==> src/rtl/lcd_bus_pkg.sv <==
// Shared types for the LCD parallel-bus engine.
//   lcd_state_e  : engine state machine encoding
//   LCD_CMD/DATA : values carried on the dc flag (drives lcd_rs)
//   lcd_entry_t  : one queued request {rd, dc, data[15:0]}
//   max4()       : elaboration-time helper used to size the phase counter
package lcd_bus_pkg;

    typedef enum logic [2:0] {
        ST_IDLE,
        ST_FETCH,
        ST_SETUP,
        ST_LO,
        ST_HI,
        ST_RELEASE
    } lcd_state_e;

    localparam logic LCD_CMD  = 1'b0;
    localparam logic LCD_DATA = 1'b1;

    typedef struct packed {
        logic        rd;
        logic        dc;
        logic [15:0] data;
    } lcd_entry_t;

    function automatic int max4(input int a, input int b, input int c, input int d);
        int m;
        m = a;
        if (b > m) m = b;
        if (c > m) m = c;
        if (d > m) m = d;
        return m;
    endfunction

endpackage

==> src/rtl/lcd_bus_fifo.sv <==
// Command FIFO for the LCD bus engine: synchronous, registered read port.
// pop_entry updates on the clock edge where pop is taken and then holds
// until the next pop, so the engine can use it directly as the current entry.
// Ports:
//   clk, rst            : clock, synchronous active-high reset (flushes)
//   push, push_entry    : write side (ignored when full)
//   pop, pop_entry      : read side (ignored when empty)
//   full, empty         : occupancy flags
module lcd_bus_fifo
    import lcd_bus_pkg::*;
#(
    parameter int DEPTH = 16
) (
    input  logic       clk,
    input  logic       rst,
    input  logic       push,
    input  lcd_entry_t push_entry,
    input  logic       pop,
    output lcd_entry_t pop_entry,
    output logic       full,
    output logic       empty
);

    localparam int AW = $clog2(DEPTH);
    localparam logic [AW:0] PTR_ONE = (AW + 1)'(1);

    lcd_entry_t      mem [DEPTH];
    logic [AW:0]     wr_ptr;
    logic [AW:0]     rd_ptr;

    // Extra pointer MSB distinguishes full from empty when indices match.
    assign empty = (wr_ptr == rd_ptr);
    assign full  = (wr_ptr[AW] != rd_ptr[AW]) && (wr_ptr[AW-1:0] == rd_ptr[AW-1:0]);

    always_ff @(posedge clk) begin
        if (push && !full) begin
            mem[wr_ptr[AW-1:0]] <= push_entry;
        end
    end

    always_ff @(posedge clk) begin
        if (rst) begin
            wr_ptr    <= '0;
            rd_ptr    <= '0;
            pop_entry <= '0;
        end else begin
            if (push && !full) begin
                wr_ptr <= wr_ptr + PTR_ONE;
            end
            if (pop && !empty) begin
                pop_entry <= mem[rd_ptr[AW-1:0]];
                rd_ptr    <= rd_ptr + PTR_ONE;
            end
        end
    end

endmodule

==> src/rtl/lcd_bus_engine.sv <==
// 8080-style LCD parallel-bus engine. Requests are queued in a FIFO and
// replayed onto the panel bus as SETUP / strobe-low / strobe-high phases,
// keeping chip select low across back-to-back entries.
// Optional feature: define LCD_BUS_READ_EN to compile in the read path
// (lcd_rd_n strobe, lcd_d_oe turnaround, rd_valid/rd_data readback).
// Without it, in_rd is ignored and every entry executes as a write.
// Ports:
//   clk, rst                      : clock, synchronous active-high reset
//   in_valid/in_ready             : request handshake (in_ready = FIFO not full)
//   in_dc, in_rd, in_data         : request fields (dc drives lcd_rs)
//   rd_valid, rd_data             : one-cycle readback pulse and held sample
//   busy                          : FIFO non-empty or bus transaction active
//   lcd_cs_n, lcd_rs, lcd_wr_n,
//   lcd_rd_n, lcd_d_out, lcd_d_oe : panel bus outputs
//   lcd_d_in                      : panel bus input data
module lcd_bus_engine
    import lcd_bus_pkg::*;
#(
    parameter int BUS_W = 16,
    parameter int DEPTH = 16,
    parameter int WR_LO = 1,
    parameter int WR_HI = 1,
    parameter int RD_LO = 4,
    parameter int RD_HI = 2
) (
    input  logic             clk,
    input  logic             rst,
    input  logic             in_valid,
    output logic             in_ready,
    input  logic             in_dc,
    input  logic             in_rd,
    input  logic [15:0]      in_data,
    output logic             rd_valid,
    output logic [15:0]      rd_data,
    output logic             busy,
    output logic             lcd_cs_n,
    output logic             lcd_rs,
    output logic             lcd_wr_n,
    output logic             lcd_rd_n,
    output logic [BUS_W-1:0] lcd_d_out,
    output logic             lcd_d_oe,
    input  logic [BUS_W-1:0] lcd_d_in
);

    localparam int MAX_PH = max4(WR_LO, WR_HI, RD_LO, RD_HI);
    localparam int CNT_W  = $clog2(MAX_PH + 1);

    // Phase counter counts 0..len-1; the phase ends on the terminal value.
    localparam logic [CNT_W-1:0] WR_LO_END = CNT_W'(WR_LO - 1);
    localparam logic [CNT_W-1:0] WR_HI_END = CNT_W'(WR_HI - 1);
    localparam logic [CNT_W-1:0] RD_LO_END = CNT_W'(RD_LO - 1);
    localparam logic [CNT_W-1:0] RD_HI_END = CNT_W'(RD_HI - 1);
    localparam logic [CNT_W-1:0] CNT_ONE   = CNT_W'(1);

    lcd_state_e       state;
    lcd_state_e       state_d;
    lcd_entry_t       push_entry;
    lcd_entry_t       cur;
    logic             push;
    logic             pop;
    logic             full;
    logic             empty;
    logic [CNT_W-1:0] cnt;
    logic             byte_sel;
    logic             byte_sel_d;
    logic             is_read;
    logic             two_byte;
    logic             lo_done;
    logic             hi_done;
    logic             active;
    logic [15:0]      word;

    assign in_ready   = !full && !rst;
    assign push       = in_valid && in_ready;
    assign push_entry = '{rd: in_rd, dc: in_dc, data: in_data};

    lcd_bus_fifo #(
        .DEPTH(DEPTH)
    ) u_fifo (
        .clk       (clk),
        .rst       (rst),
        .push      (push),
        .push_entry(push_entry),
        .pop       (pop),
        .pop_entry (cur),
        .full      (full),
        .empty     (empty)
    );

    // On an 8-bit bus a write goes out as high byte, then low byte.
    assign two_byte = (BUS_W == 8) && !is_read;
    assign lo_done  = (cnt == (is_read ? RD_LO_END : WR_LO_END));
    assign hi_done  = (cnt == (is_read ? RD_HI_END : WR_HI_END));
    assign active   = (state == ST_SETUP) || (state == ST_LO) || (state == ST_HI);
    assign word     = (two_byte && !byte_sel) ? {8'h00, cur.data[15:8]} : cur.data;
    assign busy     = !rst && (!empty || (state != ST_IDLE));

    // State register
    always_ff @(posedge clk) begin
        if (rst) begin
            state <= ST_IDLE;
        end else begin
            state <= state_d;
        end
    end

    // Next-state logic. IDLE also reacts to a push in the same cycle so the
    // entry is popped in FETCH one cycle after acceptance. The next entry is
    // popped on the last HI cycle so SETUP follows HI without a FETCH gap.
    always_comb begin
        state_d    = state;
        pop        = 1'b0;
        byte_sel_d = byte_sel;
        case (state)
            ST_IDLE: begin
                if (!empty || push) state_d = ST_FETCH;
            end
            ST_FETCH: begin
                pop        = 1'b1;
                byte_sel_d = 1'b0;
                state_d    = ST_SETUP;
            end
            ST_SETUP: begin
                state_d = ST_LO;
            end
            ST_LO: begin
                if (lo_done) state_d = ST_HI;
            end
            ST_HI: begin
                if (hi_done) begin
                    if (two_byte && !byte_sel) begin
                        byte_sel_d = 1'b1;
                        state_d    = ST_SETUP;
                    end else if (!empty) begin
                        pop        = 1'b1;
                        byte_sel_d = 1'b0;
                        state_d    = ST_SETUP;
                    end else begin
                        byte_sel_d = 1'b0;
                        state_d    = ST_RELEASE;
                    end
                end
            end
            ST_RELEASE: begin
                state_d = ST_IDLE;
            end
            default: begin
                state_d = ST_IDLE;
            end
        endcase
    end

    // Phase counter and byte selector; the counter clears on every phase
    // exit, so it never reaches beyond the longest phase length.
    always_ff @(posedge clk) begin
        if (rst) begin
            cnt      <= '0;
            byte_sel <= 1'b0;
        end else begin
            byte_sel <= byte_sel_d;
            if (((state == ST_LO) && !lo_done) || ((state == ST_HI) && !hi_done)) begin
                cnt <= cnt + CNT_ONE;
            end else begin
                cnt <= '0;
            end
        end
    end

    // Output logic. Reset forces the bus idle immediately, so a strobe cut
    // by reset returns high without waiting for the state register.
    always_comb begin
        lcd_cs_n  = 1'b1;
        lcd_rs    = 1'b0;
        lcd_wr_n  = 1'b1;
        lcd_rd_n  = 1'b1;
        lcd_d_out = '0;
        lcd_d_oe  = 1'b1;
        if (!rst && active) begin
            lcd_cs_n  = 1'b0;
            lcd_rs    = cur.dc;
            lcd_d_out = word[BUS_W-1:0];
            lcd_d_oe  = !is_read;
            if (state == ST_LO) begin
                if (is_read) begin
                    lcd_rd_n = 1'b0;
                end else begin
                    lcd_wr_n = 1'b0;
                end
            end
        end
    end

`ifdef LCD_BUS_READ_EN
    logic        rd_valid_q;
    logic [15:0] rd_data_q;
    logic        rd_sample;

    // Sample on the last LO cycle; the pulse lands on the first HI cycle.
    assign is_read   = cur.rd;
    assign rd_sample = (state == ST_LO) && lo_done && is_read;

    always_ff @(posedge clk) begin
        if (rst) begin
            rd_valid_q <= 1'b0;
            rd_data_q  <= '0;
        end else begin
            rd_valid_q <= rd_sample;
            if (rd_sample) begin
                rd_data_q <= 16'(lcd_d_in);
            end
        end
    end

    assign rd_valid = rd_valid_q && !rst;
    assign rd_data  = rst ? 16'h0000 : rd_data_q;
`else
    logic unused_ok;

    assign is_read   = 1'b0;
    assign rd_valid  = 1'b0;
    assign rd_data   = 16'h0000;
    assign unused_ok = ^{cur.rd, lcd_d_in};
`endif

endmodule

==> config.mk <==
export PLATFORM = sky130hd
export DESIGN_NAME = lcd_bus_engine
export DESIGN_NICKNAME = d
export VERILOG_FILES = /design/src/rtl/lcd_bus_pkg.sv /design/src/rtl/lcd_bus_fifo.sv /design/src/rtl/lcd_bus_engine.sv
export SDC_FILE = /design/constraint.sdc
export NUM_CORES = 1
export LEC_CHECK = 0
export ABC_AREA = 1
export BUFFER_PORTS_ARGS = -buffer_cell sky130_fd_sc_hd__buf_2
export CAP_MARGIN = 25
export CORE_ASPECT_RATIO = 1.1
export CORE_MARGIN = 10
export CORE_UTILIZATION = 50
export CTS_BUF_LIST = sky130_fd_sc_hd__clkbuf_16
export CTS_CLUSTER_DIAMETER = 150
export CTS_CLUSTER_SIZE = 8
export DETAILED_ROUTE_END_ITERATION = 6
export HOLD_SLACK_MARGIN = 0.08
export PLACE_DENSITY_LB_ADDON = 0.3
export SLEW_MARGIN = 0
export SYNTH_ARGS = -nofsm -noshare
export SYNTH_HDL_FRONTEND = slang
export SYNTH_SLANG_ARGS = --single-unit
==> constraint.sdc <==
create_clock -name clk -period 4.85 [get_ports clk]
set_input_delay 0.2425 -clock clk [delete_from_list [all_inputs] [get_ports clk]]
set_output_delay 0.2425 -clock clk [all_outputs]
set_load 0.01 [all_outputs]
* Word-level counts from Yosys, hierarchy flattened
Memories as Yosys holds them, arrays and structs flattened. A register that Yosys moved wholly into a read port is not among the register bits.
Cells that the tools add are included.
** Storage, ports and cells
- Register bits after elaboration :: 16
- Memory bits (writable) :: 288
- Input port bits :: 37
- Word-level logic and storage cells :: 57
- Memories kept :: 1
** Operators by class
- Add/subtract/negate cells :: 3
- Eq/ne operators :: 10
- Muxes and demuxes :: 15
- Bitwise operators :: 1
- Reductions and logical operators :: 23
** Memories
- u_fifo.mem :: depth 16, bits a word 18, read ports 1, clocked after Yosys merged registers in 1, write ports 1, line lcd_bus_fifo.sv:27 : lcd_entry_t mem [DEPTH];
** Operators by type and width (number)
- 16-bit 2-to-1 mux :: 1
- 3-bit one-hot mux with 5 select lines :: 1
- 3-bit 2-to-1 mux :: 4
- 5-bit by 1-bit adder with 5-bit output, second input constant :: 2
- 1-bit logical AND :: 9
- 1-bit 2-to-1 mux :: 8
- 3-bit by 2-bit equality test with 1-bit output, second input constant :: 2
- 3-bit zero test :: 2
- 2-bit inequality test, second input constant :: 3
- 5-bit equality test :: 1
- 1-bit logical OR :: 5
- 4-bit equality test :: 1
- 1-bit zero test :: 4
- 3-bit by 1-bit adder with 3-bit output, second input constant :: 1
- 3-bit by 1-bit equality test with 1-bit output, second input constant :: 1
- 3-bit equality test, second input constant :: 1
- 3-bit AND reduction :: 1
- 3-bit nonzero test :: 1
- 1-bit one-hot mux with 2 select lines :: 1
- 2-bit OR reduction :: 1
- 1-bit inequality test :: 1
- 1-bit inverter :: 1

* Logic depth before layout (Yosys ltp)
Gate-level depths: netlist (run 1).
- Word-level depth :: 8
- Depth in mapped cells :: 13
- Mapped depth without buffers :: 10

* By module
Synthesis (run 1) repeated with hierarchy kept, for this count alone.
** Unflattened totals
- Cell total of the unflattened synthesis :: 1429
- Area, all modules :: 14092.3 um^2
** By module, submodules not included
- lcd_bus_fifo :: instances 1, cells each 1313, area an instance 13420.4 um^2
- lcd_bus_engine :: instances 1, cells each 116, area an instance 671.9 um^2

* Least setup slack after synthesis (run 1)
OpenSTA, ideal clock, no wires.
- Path type :: reg2reg
- From :: register u_fifo.rd_ptr[1]
- To :: memory u_fifo.mem[11][0] in the netlist's numbering, enable pin
- Arrival :: 1.945 ns
- Path slack :: 2.514 ns
- Stages on the path, launching flop included :: 11
- Clock period less this slack :: 2.336 ns
- Cells stage by stage :: dfxtp_1 > buf_4 > inv_2 > nand2_1 > nand2_1 > nor2_4 > nand3_1 > nand3_2 > inv_1 > nand2_1 > nor2_1
** Between the ends
- Longest elaborated chain between the ends :: 8
** RTL lines
- start: declaration :: line lcd_bus_fifo.sv:29 : logic [AW:0] rd_ptr;
- start signal: assignment :: line lcd_bus_fifo.sv:52 : rd_ptr <= rd_ptr + PTR_ONE;
- 4-bit equality test * :: line lcd_bus_fifo.sv:33 : assign full = (wr_ptr[AW] != rd_ptr[AW]) && (wr_ptr[AW-1:0] == rd_ptr[AW-1:0]);
- 1-bit logical AND * :: line lcd_bus_fifo.sv:33
- 1-bit zero test * :: line lcd_bus_fifo.sv:36, lcd_bus_engine.sv:73
- 1-bit logical AND :: line lcd_bus_engine.sv:73 : assign in_ready = !full && !rst;
- 1-bit logical AND :: line lcd_bus_engine.sv:74 : assign push = in_valid && in_ready;
- 1-bit logical AND * :: line lcd_bus_fifo.sv:36 : if (push && !full) begin
- 1-bit 2-to-1 mux * :: line lcd_bus_fifo.sv:36
- 1-bit 2-to-1 mux (not written as such) * :: line lcd_bus_fifo.sv:37 : mem[wr_ptr[AW-1:0]] <= push_entry;
- end: declaration :: line lcd_bus_fifo.sv:27
Every way passes the cells marked *; elsewhere a longest branch is shown, timed or not.

* Worst setup path in the final report (run 1)
- From :: register u_fifo.rd_ptr[0]
- To :: memory u_fifo.mem[2][3] in the netlist's numbering, enable pin
The elaborated chain is that of the path after synthesis.

==> run metrics, run 1 <==
WP data arrival 3.39 ns; post-route DRC violation count 0; clock buffer depth 3; Reg clk slew, reported paths 0.05 ns; Worst Hold Class primary input to flop; first-pass iteration count of the detailed router 5; Tot Pwr 6.84 mW; clock latency at the later pin of the worst-skew pair 0.53 ns; via count 9085; Area growth syn-to-layout 13.8%; crit-path cells nand2_1 > nand2_2 > nor2_4 > nand3_1 > nand3_2 > inv_1 > nand2_1 > nor2_2 > buf_4; IO Pins 77; Seq pwr share 0.444; initial antenna violation count 1; grt ovf 0; Max Slew Vio Count 0; CP Capture Point u_fifo.mem[2][3]; H-tree levels 2; most frequent CP cell nand2_1; Crit path required time 5.06 ns; clk_skew 0.0194 ns; detailed-route wire length 30200 um; Reg2Reg Depth 9; Setup Fix Bufs, Post-CTS 0; RSZ-0062 raised after global routing no; fillcell total 2156; share of cells above drive strength 1 0.104; final setup TNS 0 ns; crit path time final 3.17 ns; first-pass GRT wire length 47100 um; number of DRC markers in iteration 0 795; CTS buffer count 44; number of cell rows 62; Vias/cell 5.14; number of max-cap violations 0; critical path depth in cells 9; Synth cell types 28; period utilization 0.654; layout net count 1438; Reg2Reg Launch Point u_fifo.rd_ptr[0]; Die H 191 um; maximum VDD drop 0.000261 V; Fin. Hold Viols 0; Slew @ Worst Pin 0.995 ns; pin count of the biggest net entering global routing 103; Sw Share 0.277; GPL Wtd Cong 0.813; Tot GR Track Use 0.179; initial core utilization 0.508; critical path class flop to flop; Synth warnings 0; Synth Cell Area 0.0133 sq mm; Clk pwr share 0.395; Synth Register Bits 305; DP HPWL 17300 um; PD cells 452 mW/mm^2; internal cell power 4.94 mW; worst r2r dst u_fifo.mem[2][3]; Static Leakage 6.16 nW; number of nets still failing antenna checks after routing 0; Rel. slew slack 0.337; Wirelength per Cell 17.1 um; Seq. cell area 0.00883 sq mm; vias in the first global route 8498; sequential cell area fraction in the yosys report 0.665; status completed; top cells by area, synth edfxtp_1, nand2_1, nor2_1; clock sinks 305; Critical Path Start Type flop; hold path cells 1; CTS tree built; net switching power 1.89 mW; Root Buffer clkbuf_16; Worst Setup SP u_fifo.rd_ptr[0]; cell family with most CP delay simple AND/OR/NAND/NOR gates; port bufs 40; slowest stage delay, CP 0.90 ns; Core Area 0.0261 sq mm; reg2reg setup slack 1.68 ns; Fmax achieved 315 MHz; area of the multi-input gates 0.00358 sq mm; Final Setup Violations 0; Cells after Synth 1345; Synth top area share 0.615; Mean Syn Cell Area 9.87 sq um; worst path bufs/invs 2; crit-path max FO 82; post-synth top area cell edfxtp_1; Slowest-stage cell, CP dfxtp_4; die area 0.0335 sq mm; Logic pwr share 0.160; Die Width 175 um; Crit. End Element flop
==> synthesized netlist by cell type <==
master,count
nand2_2,4
inv_1,137
ha_1,7
nand3_2,2
nor3b_1,1
nand2_1,327
buf_4,21
a21oi_1,47
o21ai_2,1
buf_6,2
dfxtp_1,33
buf_1,12
xor2_1,1
nor3_1,1
o21bai_1,1
xnor2_1,2
nor2_1,257
clkbuf_1,24
or2_2,1
o211ai_1,17
clkinv_1,1
inv_2,6
conb_1,2
nor2_4,1
o21ai_0,57
edfxtp_1,272
buf_2,24
nand3_1,84
==> stage by stage <==
step	std cells	cell area [sq um]	util	setup WS, ns	hold slack [ns]
5_1_grt	1766	15100	0.578	1.41	0.0898
2_1_floorplan	1362	13300	-	2.51	0.312
6_report	1766	15100	0.578	1.68	0.102
4_1_cts	1764	15100	0.577	1.64	0.0860
3_3_place_gp	1693	13800	0.526	1.55	0.430
3_5_place_dp	1696	13800	0.528	1.65	0.468
==> timing repair <==
action | 4_1_cts | 5_1_grt
gates resized for setup | 0 | 0
hold buffers | 3 | 0
hold endpoints to repair | 36 | 0
==> state kept, by name, summed over array words and instances, names as in the netlist <==
register,flops
cnt,3
state,3
u_fifo.mem,272
u_fifo.pop_entry,17
u_fifo.rd_ptr,5
u_fifo.wr_ptr,5
==> worst reg2reg max path, delay by kind of cell, from the launching register on <==
| family | cells | cell delay (ns) |
|---|---|---|
| AND/OR/NAND/NOR | 7 | 1.40 |
| flip-flops | 1 | 0.90 |
| buffers and inverters | 2 | 0.55 |
==> placed cells by master (no fill, tap or decap) <==
cell	instances
dlygate4sd3_1	3
clkinv_1	1
inv_2	6
nand3_2	2
nand2_2	4
o211ai_1	17
clkinv_4	1
conb_1	19
dfxtp_1	31
clkbuf_16	46
diode_2	1
buf_2	40
nand3_1	84
o21ai_2	1
nor3b_1	1
nor2_4	1
or2_2	1
o21bai_1	1
buf_16	2
nor2_1	241
xor2_1	1
dfxtp_4	1
o21ai_0	57
nand2_1	327
ha_1	7
nor3_1	1
clkinv_8	1
a21oi_1	47
dfxtp_2	1
nor2_2	16
buf_4	22
edfxtp_1	272
inv_1	154
xnor2_1	2
buf_8	2
==> power by group through the flow <==
| stage | Combinational [mW] | Sequential, mW | Clock [mW] |
|---|---|---|---|
| 2_1_floorplan | 0.900 | 3.00 | 0 |
| 3_3_place_gp | 1.06 | 3.08 | 0 |
| 3_5_place_dp | 1.08 | 3.08 | 0 |
| 4_1_cts | 1.09 | 3.04 | 2.74 |
| 5_1_grt | 1.25 | 3.04 | 2.86 |
| 6_report | 1.10 | 3.04 | 2.70 |
==> logic make-up after synthesis <==
group | after synthesis | share of synthesized area
xor+xnor | 3 | 0.00198
fa+ha+maj | 7 | 0.00660
flops | 305 | 0.665
other cells | 2 | 0.000566
simple gates | 678 | 0.202
buf+inv | 227 | 0.0735
compound gates | 123 | 0.0500
==> worst min-delay path by stage <==
stage	startpoint	to	slack, ns
after global routing	in_data[4]	u_fifo.mem[5][4]	0.09
after global placement	cnt[0]	cnt[0]	0.43
after floorplan	rst	state[0]	0.31
after CTS	in_data[8]	u_fifo.mem[14][8]	0.09
after detailed placement	u_fifo.pop_entry[8]	u_fifo.pop_entry[8]	0.47
final	in_data[4]	u_fifo.mem[4][4]	0.10
==> per-layer routing <==
layer / routed length, um / global-route usage / vias to the layer above
li1: - / - / 4433
met1: 12600 / 0.232 / 4237
met2: 14100 / 0.294 / 358
met3: 2540 / 0.0349 / 57
met4: 917 / 0.0685 / 0
met5: 0 / 0 / -
==> layout make-up <==
cell class / count / share of cell area
tap: 352 / 0.0291
clock buffer: 46 / 0.0762
sequential: 305 / 0.584
inverter: 144 / 0.0358
antenna: 1 / 0.000166
clock inverter: 19 / 0.00588
timing repair buffer: 69 / 0.0318
multi-input combinational: 830 / 0.237
Power figures use the tool's default switching activity.
==> inputs of run 2 (changes only) <==
clock period = 2.8 ns   (was 4.85 ns; I/O delays follow)
==> run metrics, run 2 (synthesis results as in run 1) <==
crit-path max FO 18; Post-Layout Cell Count 1803; post-route DRC violation count 0; Finished Cell Area 0.0154 sq mm; die area 0.0335 sq mm; Reg clk slew, reported paths 0.05 ns; Root Buffer clkbuf_16; number of nets still failing antenna checks after routing 0; Wirelength per Cell 17.4 um; Crit path required time 2.66 ns; Static Leakage 6.32 nW; Final Setup Violations 0; Critical Path Start Type flop; Worst Hold Class primary input to flop; number of max-cap violations 0; Slew @ Worst Pin 0.752 ns; GPL Wtd Cong 0.803; clock buffer depth 3; fillcell total 2161; Vias/cell 5.12; port bufs 40; PD cells 774 mW/mm^2; initial core utilization 0.508; first-pass GRT wire length 49200 um; WP data arrival 2.28 ns; critical path class flop to output pin; hold_buf cts 19; number of cell rows 62; first-pass iteration count of the detailed router 5; vias in the first global route 8905; IO Pins 77; CTS tree built; max FFs per register 272; initial antenna violation count 1; fin worst setup slack 0.378 ns; status completed; CTS buffer count 44; clock latency at the later pin of the worst-skew pair 0.54 ns; final setup TNS 0 ns; pin count of the biggest net entering global routing 93; Area growth syn-to-layout 15.9%; share of cells above drive strength 1 0.116; detailed-route wire length 31500 um; Core Area 0.0261 sq mm; Die H 191 um; DP HPWL 18100 um; Crit. End Element output pin; Setup Fix Bufs, Post-CTS 0; crit path time final 2.42 ns; Die Width 175 um; most frequent cells in the layout nand2_1, edfxtp_1, nor2_1, inv_1, nand3_1; commonest non-fill, non-tap cell in the layout nand2_1; maximum VDD drop 0.000479 V; Tot GR Track Use 0.187; H-tree levels 2; clk_skew 0.0273 ns; number of DRC markers in iteration 0 886; Fmax achieved 413 MHz; DP Area 0.0140 sq mm; Post-Place Worst Slack 0.533 ns; grt ovf 0; Fin. Hold Viols 0; Max Slew Vio Count 0; layout net count 1475; period utilization 0.865; clock sinks 305; RSZ-0062 raised after global routing no; Placed Cells 1718; Rel. slew slack 0.497; via count 9228; PostCTS Resize Cnt 0
-- run 2: path summary, 6_finish.rpt --
check | from | endpoint | slack [ns] | cells after the start
max | state[1] | lcd_d_out[13] | 0.38 | 7
min | rst | u_fifo.wr_ptr[3] | 0.43 | 3
max reg2reg | u_fifo.wr_ptr[0] | u_fifo.mem[7][12] | 0.50 | 10
min reg2reg | cnt[0] | cnt[0] | 0.45 | 1
-- run 2: routing by layer --
metal | track usage | part of all wire | up-vias
li1 | - | - | 4505
met1 | 0.236 | 0.41 | 4373
met2 | 0.318 | 0.50 | 309
met3 | 0.0367 | 0.075 | 41
met4 | 0.0597 | 0.017 | 0
met5 | 0 | 0 | -
-- run 2: power breakdown --
group	internal [mW]	switching, mW
Combinational	0.613	1.45
Sequential	5.08	0.0665
Clock	2.89	1.81
-- run 2: final cells by class --
class                      instances  area, sq um  share of cell area
clock inverter                    19         88.8             0.00577
sequential                       305         8830               0.574
antenna                            1         2.50            0.000163
inverter                         144          541              0.0351
tap                              352          440              0.0286
timing repair buffer             106          756              0.0491
multi-input combinational        830         3580               0.232
clock buffer                      46         1150              0.0748
-- run 2: worst max-delay path, stage by stage (launching register included) --
cell     delay, ns
dfxtp_1       0.37
nor2_1        0.08
nand2_1       0.12
inv_1         0.09
or2_2         0.33
o21ai_2       0.51
nor2_1        0.09
buf_2         0.16
-- run 2: stage by stage --
stage	power, mW	util	hold slack, ns
after global routing	12.4	0.589	0.428
final	11.9	0.589	0.426
after global placement	7.21	0.534	0.422
after detailed placement	7.25	0.534	0.423
after CTS	12.0	0.589	0.401
after floorplan	6.76	-	0.209
==> inputs of run 3 (changes only) <==
MAX_ROUTING_LAYER = met4   (was unset)
PLACE_DENSITY = 0.7   (was unset)
PLACE_DENSITY_LB_ADDON = unset   (was 0.3)
==> run metrics, run 3 (synthesis results as in run 1) <==
critical path class flop to output pin; Fmax achieved 418 MHz; worst path bufs/invs 2; crit path time final 2.39 ns; IO Pins 77; Post-Place Worst Slack 0.520 ns; CTS tree built; initial antenna violation count 1; vias in the first global route 8896; clk_skew 0.0175 ns; Worst Hold Class primary input to flop; slowest stage delay, CP 0.51 ns; CTS buffer count 44; first-pass iteration count of the detailed router 7; detailed-route wire length 29600 um; internal cell power 8.58 mW; Vias/cell 5.13; post-route DRC violation count 0; max FFs per register 272; period utilization 0.855; Slowest-stage cell, CP o21ai_2; Reg clk slew, reported paths 0.05 ns; die area 0.0335 sq mm; Layout Utilization 0.587; DP HPWL 17400 um; Max Slew Vio Count 0; via count 9189; Static Leakage 6.28 nW; clock sinks 305; commonest non-fill, non-tap cell in the layout nand2_1; pin count of the biggest net entering global routing 134; Die Width 175 um; WP data arrival 2.25 ns; number of nets still failing antenna checks after routing 0; PD cells 771 mW/mm^2; number of cell rows 62; grt ovf 0; Final Setup Violations 0; Area growth syn-to-layout 15.7%; most frequent cells in the layout nand2_1, edfxtp_1, nor2_1, inv_1, nand3_1; Post-Layout Cell Count 1792; final setup TNS 0 ns; crit-path cells nor2_1 > nand2_1 > inv_1 > or2_2 > o21ai_2 > nor2_1 > buf_2; cell family with most CP delay simple AND/OR/NAND/NOR gates; Sw Share 0.275; share of cells above drive strength 1 0.109; fin worst setup slack 0.407 ns; Rel. slew slack 0.495; Fin. Hold Viols 0; Slew @ Worst Pin 0.755 ns; Tot GR Track Use 0.182; Die H 191 um; Root Buffer clkbuf_16; most frequent CP cell nor2_1; net switching power 3.25 mW; clock buffer depth 3; Seq pwr share 0.436; Logic pwr share 0.170; Critical Path Start Type flop; number of max-cap violations 0; first-pass GRT wire length 47300 um; crit-path max FO 18; layout net count 1464; initial core utilization 0.508; fillcell total 2132; GPL Wtd Cong 0.841; status completed; port bufs 40; Core Area 0.0261 sq mm; number of DRC markers in iteration 0 816; maximum VDD drop 0.000419 V; Placed Cells 1707; clock latency at the later pin of the worst-skew pair 0.53 ns; Clk pwr share 0.394; Crit. End Element output pin; RSZ-0062 raised after global routing no; Wirelength per Cell 16.5 um; Crit path required time 2.66 ns; Tot Pwr 11.8 mW; H-tree levels 2
run 3: cell count changes in the layout (fill, tap and decap cells not counted), sizes merged:
cell,delta
buf,-11
run 3: power groups by stage:
| stage | sequential [mW] | clock (mW) | combinational, mW |
|---|---|---|---|
| detailed placement | 5.24 | 0 | 1.99 |
| CTS | 5.15 | 4.74 | 2.02 |
| global placement | 5.24 | 0 | 1.95 |
| finish | 5.16 | 4.67 | 2.01 |
| global route | 5.16 | 4.94 | 2.30 |
| floorplan | 5.20 | 0 | 1.56 |
run 3: area by class of cell:
| type | count | area, sq um | area share |
|---|---|---|---|
| diodes | 1 | 2.50 | 0.000163 |
| clock buffers | 46 | 1150 | 0.0750 |
| clock inverters | 19 | 88.8 | 0.00578 |
| inverters | 144 | 541 | 0.0352 |
| multi-input cells | 830 | 3580 | 0.233 |
| flip-flops and latches | 305 | 8830 | 0.575 |
| well taps | 352 | 440 | 0.0287 |
| repair buffers | 95 | 723 | 0.0471 |
run 3: layer usage:
metal | wire [um] | global-route usage | vias up
met4 | 754 | 0.0626 | 0
met1 | 12600 | 0.226 | 4365
met2 | 14100 | 0.293 | 288
met5 | 0 | - | -
li1 | - | - | 4477
met3 | 2130 | 0.0381 | 59
run 3: worst min-delay path: stages:
cell	delay [ns]
dlygate4sd3_1	0.51
buf_2	0.19
a21oi_1	0.06
run 3: worst paths after layout:
check	start	endpoint	slack [ns]	cells past startpoint
worst max register to register	u_fifo.rd_ptr[2]	u_fifo.mem[2][16]	0.48	9
worst min register to register	cnt[0]	cnt[0]	0.45	1
worst min-delay path	rst	u_fifo.wr_ptr[2]	0.42	3
worst max-delay path	state[1]	lcd_d_out[13]	0.41	7
run 3: stage by stage:
step | hold WS (ns) | cell area, sq um
detailed placement | 0.425 | 13900
global placement | 0.419 | 13900
CTS | 0.405 | 15400
finish | 0.424 | 15400
global route | 0.422 | 15400
floorplan | 0.209 | 13300
run 3: repair_timing:
item	CTS	global route
resized for setup	0	0
buffers inserted	0	0
endpoints found under the hold margin	278	0
hold buffers	19	0
